$ cat src/rtl/multicycle_controller.sv
// ---------------------------------------------------------------------------
// multicycle_controller
//   Control FSM for a multicycle RV32I datapath (shared memory, one ALU,
//   architectural registers PC, OldPC, IR, Data, ALUOut). Each instruction
//   goes through Fetch/Decode/Execute/Writeback states. The FSM drives every
//   mux select and write enable, and it stalls on the memory ready handshake.
//
// Ports
//   clk_i, rst_i       clock, synchronous active-high reset
//   op_i               IR[6:0] opcode (IR is stable after FETCH)
//   zero_i             ALU zero flag (BEQ decision)
//   mem_ready_i        memory completes the current request this cycle
//   mem_req_o          memory access request
//   mem_write_o        memory write strobe
//   adr_src_o          memory address: 0=PC, 1=ALUOut
//   ir_write_o         load IR and OldPC
//   pc_write_o         load PC
//   reg_write_o        register file write
//   alu_src_a_o        ALU A: 00=PC, 01=OldPC, 10=rs1
//   alu_src_b_o        ALU B: 00=rs2, 01=imm, 10=constant 4
//   alu_op_o           00=add, 01=sub, 10=funct-decoded
//   result_src_o       00=ALUOut, 01=Data, 10=ALU result
//   imm_src_o          immediate format, decoded from op_i
//   state_o            current state (debug / verification)
//   instr_done_o       pulse in the final cycle of each instruction
//   illegal_o          pulse when DECODE sees an unsupported opcode
//
// Memory handshake: mem_req_o is held high, with a stable adr_src_o, until a
// cycle in which mem_ready_i=1. That cycle completes the transfer. Strobes
// that commit the transfer (ir_write, pc_write in FETCH, mem_write) assert
// only in that cycle. No request is pending unless mem_req_o=1.
// ---------------------------------------------------------------------------
module multicycle_controller (
   input  logic       clk_i,
   input  logic       rst_i,
   input  logic [6:0] op_i,
   input  logic       zero_i,
   input  logic       mem_ready_i,
   output logic       mem_req_o,
   output logic       mem_write_o,
   output logic       adr_src_o,
   output logic       ir_write_o,
   output logic       pc_write_o,
   output logic       reg_write_o,
   output logic [1:0] alu_src_a_o,
   output logic [1:0] alu_src_b_o,
   output logic [1:0] alu_op_o,
   output logic [1:0] result_src_o,
   output logic [1:0] imm_src_o,
   output logic [3:0] state_o,
   output logic       instr_done_o,
   output logic       illegal_o
);

   localparam logic [3:0] FETCH    = 4'd0;
   localparam logic [3:0] DECODE   = 4'd1;
   localparam logic [3:0] MEMADR   = 4'd2;
   localparam logic [3:0] MEMREAD  = 4'd3;
   localparam logic [3:0] MEMWB    = 4'd4;
   localparam logic [3:0] MEMWRITE = 4'd5;
   localparam logic [3:0] EXECR    = 4'd6;
   localparam logic [3:0] EXECI    = 4'd7;
   localparam logic [3:0] ALUWB    = 4'd8;
   localparam logic [3:0] BEQ      = 4'd9;
   localparam logic [3:0] JAL      = 4'd10;

   localparam logic [6:0] OP_LW   = 7'b0000011;
   localparam logic [6:0] OP_SW   = 7'b0100011;
   localparam logic [6:0] OP_R    = 7'b0110011;
   localparam logic [6:0] OP_I    = 7'b0010011;
   localparam logic [6:0] OP_BEQ  = 7'b1100011;
   localparam logic [6:0] OP_JAL  = 7'b1101111;

   logic [3:0] state;
   logic [3:0] state_next;

   always_ff @(posedge clk_i) begin
      if (rst_i) state <= FETCH;
      else       state <= state_next;
   end

   assign state_o = state;

   always_comb begin
      state_next   = FETCH;
      mem_req_o    = 1'b0;
      mem_write_o  = 1'b0;
      adr_src_o    = 1'b0;
      ir_write_o   = 1'b0;
      pc_write_o   = 1'b0;
      reg_write_o  = 1'b0;
      alu_src_a_o  = 2'b00;
      alu_src_b_o  = 2'b00;
      alu_op_o     = 2'b00;
      result_src_o = 2'b00;
      instr_done_o = 1'b0;
      illegal_o    = 1'b0;
      case (state)
         FETCH: begin
            // ALU computes PC+4 while the instruction is read.
            mem_req_o    = 1'b1;
            alu_src_b_o  = 2'b10;
            result_src_o = 2'b10;
            ir_write_o   = mem_ready_i;
            pc_write_o   = mem_ready_i;
            state_next   = mem_ready_i ? DECODE : FETCH;
         end
         DECODE: begin
            // OldPC + imm: branch target lands in ALUOut for BEQ.
            alu_src_a_o = 2'b01;
            alu_src_b_o = 2'b01;
            case (op_i)
               OP_LW, OP_SW: state_next = MEMADR;
               OP_R:         state_next = EXECR;
               OP_I:         state_next = EXECI;
               OP_BEQ:       state_next = BEQ;
               OP_JAL:       state_next = JAL;
               default: begin
                  illegal_o    = 1'b1;
                  instr_done_o = 1'b1;
                  state_next   = FETCH;
               end
            endcase
         end
         MEMADR: begin
            alu_src_a_o = 2'b10;
            alu_src_b_o = 2'b01;
            state_next  = (op_i == OP_LW) ? MEMREAD : MEMWRITE;
         end
         MEMREAD: begin
            mem_req_o  = 1'b1;
            adr_src_o  = 1'b1;
            state_next = mem_ready_i ? MEMWB : MEMREAD;
         end
         MEMWB: begin
            result_src_o = 2'b01;
            reg_write_o  = 1'b1;
            instr_done_o = 1'b1;
         end
         MEMWRITE: begin
            mem_req_o    = 1'b1;
            adr_src_o    = 1'b1;
            mem_write_o  = mem_ready_i;
            instr_done_o = mem_ready_i;
            state_next   = mem_ready_i ? FETCH : MEMWRITE;
         end
         EXECR: begin
            alu_src_a_o = 2'b10;
            alu_op_o    = 2'b10;
            state_next  = ALUWB;
         end
         EXECI: begin
            alu_src_a_o = 2'b10;
            alu_src_b_o = 2'b01;
            alu_op_o    = 2'b10;
            state_next  = ALUWB;
         end
         ALUWB: begin
            reg_write_o  = 1'b1;
            instr_done_o = 1'b1;
         end
         BEQ: begin
            // PC takes the target already held in ALUOut when rs1 == rs2.
            alu_src_a_o  = 2'b10;
            alu_op_o     = 2'b01;
            pc_write_o   = zero_i;
            instr_done_o = 1'b1;
         end
         JAL: begin
            // PC <= ALUOut (target); ALU forms OldPC+4 for the link register.
            alu_src_a_o = 2'b01;
            alu_src_b_o = 2'b10;
            pc_write_o  = 1'b1;
            state_next  = ALUWB;
         end
         default: state_next = FETCH;
      endcase

      // Reset kills every side effect, including the cycle that aborts an
      // instruction in flight.
      if (rst_i) begin
         mem_req_o    = 1'b0;
         mem_write_o  = 1'b0;
         ir_write_o   = 1'b0;
         pc_write_o   = 1'b0;
         reg_write_o  = 1'b0;
         instr_done_o = 1'b0;
         illegal_o    = 1'b0;
      end
   end

   always_comb begin
      case (op_i)
         OP_SW:   imm_src_o = 2'b01;
         OP_BEQ:  imm_src_o = 2'b10;
         OP_JAL:  imm_src_o = 2'b11;
         default: imm_src_o = 2'b00;
      endcase
   end

endmodule

$ cat config.mk
export PLATFORM = sky130hd
export DESIGN_NAME = multicycle_controller
export DESIGN_NICKNAME = d
export VERILOG_FILES = /design/src/rtl/multicycle_controller.sv
export SDC_FILE = /design/constraint.sdc
export NUM_CORES = 1
export LEC_CHECK = 0
export ABC_CLOCK_PERIOD_IN_PS = 2900
export CAP_MARGIN = 20
export CELL_PAD_IN_SITES_DETAIL_PLACEMENT = 2
export CELL_PAD_IN_SITES_GLOBAL_PLACEMENT = 2
export CORE_ASPECT_RATIO = 1.25
export CORE_MARGIN = 1
export CORE_UTILIZATION = 20
export CTS_CLUSTER_DIAMETER = 200
export DETAILED_ROUTE_END_ITERATION = 6
export MAX_ROUTING_LAYER = met4
export PLACE_DENSITY_LB_ADDON = 0.1
export SYNTH_ARGS = -nofsm -noshare
export SYNTH_HDL_FRONTEND = slang
export SYNTH_SLANG_ARGS = --single-unit
export TNS_END_PERCENT = 10
$ cat constraint.sdc
create_clock -name clk_i -period 2.9 [get_ports clk_i]
set_input_delay 0.58 -clock clk_i [delete_from_list [all_inputs] [get_ports clk_i]]
set_output_delay 0.58 -clock clk_i [all_outputs]
set_load 0.05 [all_outputs]
==> Word level (Yosys, flattened, before mapping) <==
Index checks and enable logic that the tools add are counted.
{ "word_totals": {"ff_bits": 4, "latch_bits": 0, "ramBits": 0, "mem_bits_ro": 0, "inputBits": 11, "out_inout_bits": 22, "wordCells": 57, "n_memories": 0} }
{ "op_classes": {"addsub": 0, "n_mul": 0, "n_div": 0, "order_cmp": 0, "n_eq_ne": 16, "shift": 0, "muxes": 27, "n_bitwise": 0, "n_reduce_logical": 13} }
{ "ops": {"columns": ["cell", "count"], "rows": [
  ["one-hot mux 4 bit (6 select lines)", 1],
  ["one-hot mux 4 bit (5 select lines)", 1],
  ["== test 4 x 3 -> 1 bit (second input constant)", 4],
  ["one-hot mux 2 bit (2 select lines)", 4],
  ["two-way mux 1 bit", 15],
  ["== test 7 x 6 -> 1 bit (second input constant)", 2],
  ["== test 7 bit (second input constant)", 2],
  ["== test 4 bit (second input constant)", 3],
  ["OR reduction 2 bit", 6],
  ["OR reduction 3 bit", 4],
  ["two-way mux 3 bit", 3],
  ["== test 4 x 2 -> 1 bit (second input constant)", 2],
  ["== test 7 x 2 -> 1 bit (second input constant)", 1],
  ["== test 7 x 5 -> 1 bit (second input constant)", 1],
  ["one-hot mux 1 bit (3 select lines)", 2],
  ["one-hot mux 2 bit (3 select lines)", 1],
  ["OR reduction 6 bit", 1],
  ["== test 4 x 1 -> 1 bit (second input constant)", 1],
  ["logical NOT 4 bit", 1],
  ["OR reduction 4 bit", 1]
]} }

==> Logic depth before layout (Yosys ltp) <==
{ "logic_depth": {"word_depth": 5, "depth_mapped": 5, "depth_no_buf": 4} }

==> Worst setup path before layout <==
Ideal clock, no wire load.
{ "synth_timing": {"path_type": "reg2out", "from": "reg state[2], in the netlist state_o[2]", "to": "out reg_write_o", "arrival_ns": 3.422, "required_ns": 2.320, "setup_slack_ns": -1.102, "path_stages_with_launch": 4, "path_buffers": 1, "path_cell_list": "dfxtp_1 buf_6 nand2b_1 a2111oi_0"} }
{ "synth_between": {"elab_chain_len": 4} }
{ "synth_lines": {"columns": ["item", "line_no", "text"], "rows": [
  ["start: declaration", "74", "logic [3:0] state;"],
  ["start signal: assignment", "79", "else state <= state_next;"],
  ["== test 4 bit or == test 4 x 3 -> 1 bit (tied branches)", "98", "case (state)"],
  ["OR reduction 2 bit (no source line) (*)", null, null],
  ["two-way mux 1 bit (*)", "98", null],
  ["two-way mux 1 bit (*)", "181", "if (rst_i) begin"],
  ["end: declaration", "44", "output logic reg_write_o,"]
]} }
Every way passes the cells marked *; elsewhere a longest branch is shown, timed or not.

==> Final worst setup path <==
{ "layout_timing": {"from": "reg state[1], in the netlist state_o[1]", "to": "out alu_op_o[0]"} }
{ "layout_between": {"elab_chain_len": 3} }
{ "layout_lines": {"columns": ["item", "line_no", "text"], "rows": [
  ["== test 4 x 3 -> 1 bit", "98", null],
  ["OR reduction 2 bit (no source line)", null, null],
  ["one-hot mux 2 bit (2 select lines) (*)", "98", null],
  ["end: declaration", "47", "output logic [1:0] alu_op_o,"]
]} }
Marked as above.

==> impl_metrics.env <==
export IMPL_status="finished clean"
export IMPL_finalWirelength_um=2630
export IMPL_r2r_start="state_o[1]$_SDFF_PP0_"
export IMPL_switching_power_mw=0.0981
export IMPL_powerDensity_mw_per_mm2=227
export IMPL_clkTransAtPathRegs_ns=0.04
export IMPL_combPwrFrac_pct=48.1
export IMPL_timing_hold_ws_ns=0.660
export IMPL_avgRoutedWirePerCell_um=15.6
export IMPL_async_reset_ff_share_pct=0
export IMPL_crit_required_ns=2.32
export IMPL_drive_gt1_share_pct=21.8
export IMPL_core_mm2=0.00295
export IMPL_netlist_top_cells_area="dfxtp_1, nor2_1, nor3_1, o21ai_0, a21oi_1"
export IMPL_synth_edff_count=0
export IMPL_criticalPathCategory="reg2out"
export IMPL_r2r_setup_slack_ns=1.20
export IMPL_largest_reg_flops=4
export IMPL_grt_usage_pct=17.8
export IMPL_ant_nets=0
export IMPL_power_frac_seq_pct=23.9
export IMPL_ir_worst_vdd_mv=0.156
export IMPL_synth_most_common_cell="nor2_1"
export IMPL_num_vias=880
export IMPL_dp_cells=166
export IMPL_syn_area_per_cell_um2=6.44
export IMPL_grt_max_degree=14
export IMPL_ys_flop_type="dfxtp_1"
export IMPL_overflow=0
export IMPL_syn_to_final_growth_pct=77.9
export IMPL_cts_hold_buffers=0
export IMPL_worstHoldStart="state_o[3]$_SDFF_PP0_"
export IMPL_cts_root_buffer="clkbuf_4"
export IMPL_yosys_area_top_type="dfxtp_1"
export IMPL_cap_violations=0
export IMPL_finalMaxSlewViolations=0
export IMPL_final_util_pct=37.3
export IMPL_die_h_um=64.2
export IMPL_max_freq_mhz=373
export IMPL_synth_cell_types=38
export IMPL_grt_pass1_vias=961
export IMPL_cts_repair_resized=0
export IMPL_die_w_um=51.7
export IMPL_stdcell_count=169
export IMPL_synthCells=96
export IMPL_syn_num_nets=107
export IMPL_grt_pass1_wl_um=4490
export IMPL_critPathMaxFanout=12
export IMPL_cts_sinks=4
export IMPL_cts_tree="done"
export IMPL_clockBufferDepth=2
export IMPL_finalCritPeriodShare_pct=92.5
export IMPL_drtIter0Drc=7
export IMPL_slew_headroom_pct=67.1
export IMPL_io_pins=33
export IMPL_rsz0062_at_grt="no"
export IMPL_worstPathArrival_ns=2.10
export IMPL_post_route_min_period_ns=2.68
export IMPL_hp_class="reg2reg"
export IMPL_finClkSkew_ns=0.00403
export IMPL_p_clk_share_pct=28.1
export IMPL_gp_congestion=0.816
export IMPL_p_leak_nw=0.422
export IMPL_synthDominantCellAreaShare_pct=13.0
export IMPL_end_kind="primary output"
export IMPL_setup_viol=0
export IMPL_dieArea_mm2=0.00332
export IMPL_ys_seq_area_share_pct=13.0
export IMPL_synth_common_cells="nor2_1, nor3_1, o21ai_0"
export IMPL_htree_levels=1
export IMPL_initial_core_util_pct=21.0
export IMPL_antenna_found_initial=0
export IMPL_crit_path_start="state_o[1]$_SDFF_PP0_"
export IMPL_io_buffer_count=32
export IMPL_synth_seq_cells=4
export IMPL_rows=22
export IMPL_yosys_warnings=0
export IMPL_insertion_delay_ns=0.24
export IMPL_drc=0
export IMPL_tightest_slew_ns=0.491
export IMPL_postCtsSetupRepairBufs=0
export IMPL_numCtsBuffers=3
export IMPL_final_nets=146
export IMPL_swShare_pct=39.3
export IMPL_diodes=0
export IMPL_hpwl_um=2150
export IMPL_finalSetupTns_ns=0
export IMPL_syn_cell_area_um2=618
export IMPL_via_per_inst=5.21
export IMPL_p_int_mw=0.152
export IMPL_critPathLaunchType="register"
export IMPL_first_pass_iters=3
export IMPL_hold_viol=0
## final timing paths
kind,endpoint,depth (start not counted)
max,alu_op_o[0],4
min,state_o[0]$_SDFF_PP0_,2
max reg2reg,state_o[1]$_SDFF_PP0_,4
min reg2reg,state_o[0]$_SDFF_PP0_,2
## per-layer routing
| layer | GRT usage, % | part of all wire [%] | vias to the layer above |
|---|---|---|---|
| met4 | 2.03 | 0.49 | 0 |
| met2 | 32.1 | 53 | 23 |
| met1 | 21.5 | 44 | 425 |
| li1 | - | - | 430 |
| met3 | 1.67 | 2.9 | 2 |
| met5 | - | 0 | - |
## critical path, cell delays in order, from the launching register on
cell and delay (ns):
dfxtp_1 0.43, buf_4 0.22, nand2b_1 0.20, nor2_1 0.19, clkdlybuf4s50_1 0.82
## final cells by class
class / count / area (µm²)
multi-input combinational: 82 / 504
timing repair buffer: 40 / 433
sequential: 4 / 80.1
inverter: 4 / 15.0
tap: 36 / 45.0
clock buffer: 3 / 22.5
fill: 353 / 1850
## layout by cell type, fill, tap and decap left out, types with 2 or more instances in the layout
cell and n:
a211o_1 2, a21o_1 2, a21oi_1 6, a22oi_1 2, buf_12 7, buf_4 15
clkbuf_4 3, clkdlybuf4s50_1 18, dfxtp_1 4, inv_1 4, nand2_1 4, nand2b_1 4
nand3_1 4, nor2_1 16, nor2b_1 2, nor3_1 7, nor3b_1 2, nor4b_1 3
o21a_1 2, o21ai_0 7
## power groups by stage
stage	logic, mW	clock network, mW	registers, mW
after floorplan	0.0633	0	0.0623
after global placement	0.118	0	0.0603
after detailed placement	0.121	0	0.0606
after CTS	0.122	0.0727	0.0597
after global routing	0.128	0.0760	0.0599
final	0.120	0.0701	0.0596
## stage by stage
step | total power [mW] | worst slack (ns) | area [µm²]
after detailed placement | 0.182 | 0.265 | 1080
final | 0.250 | 0.216 | 1100
after floorplan | 0.126 | -0.198 | 631
after global placement | 0.179 | 0.347 | 1080
after CTS | 0.254 | 0.198 | 1100
after global routing | 0.264 | 0.0858 | 1100
## logic make-up (layout without fill, tap and decap cells)
logic type / count (synthesis) / in the layout / share of synthesized area (%)
AOI/OAI and AO/OA: 29 / 29 / 31.4
xor gates and xnor gates: 2 / 2 / 2.83
buffers and inverters: 10 / 47 / 7.49
DFF: 4 / 4 / 13.0
muxes: 1 / 1 / 1.62
and+or+nand+nor: 50 / 50 / 43.7
No activity file was read; power rests on OpenSTA's default activity.
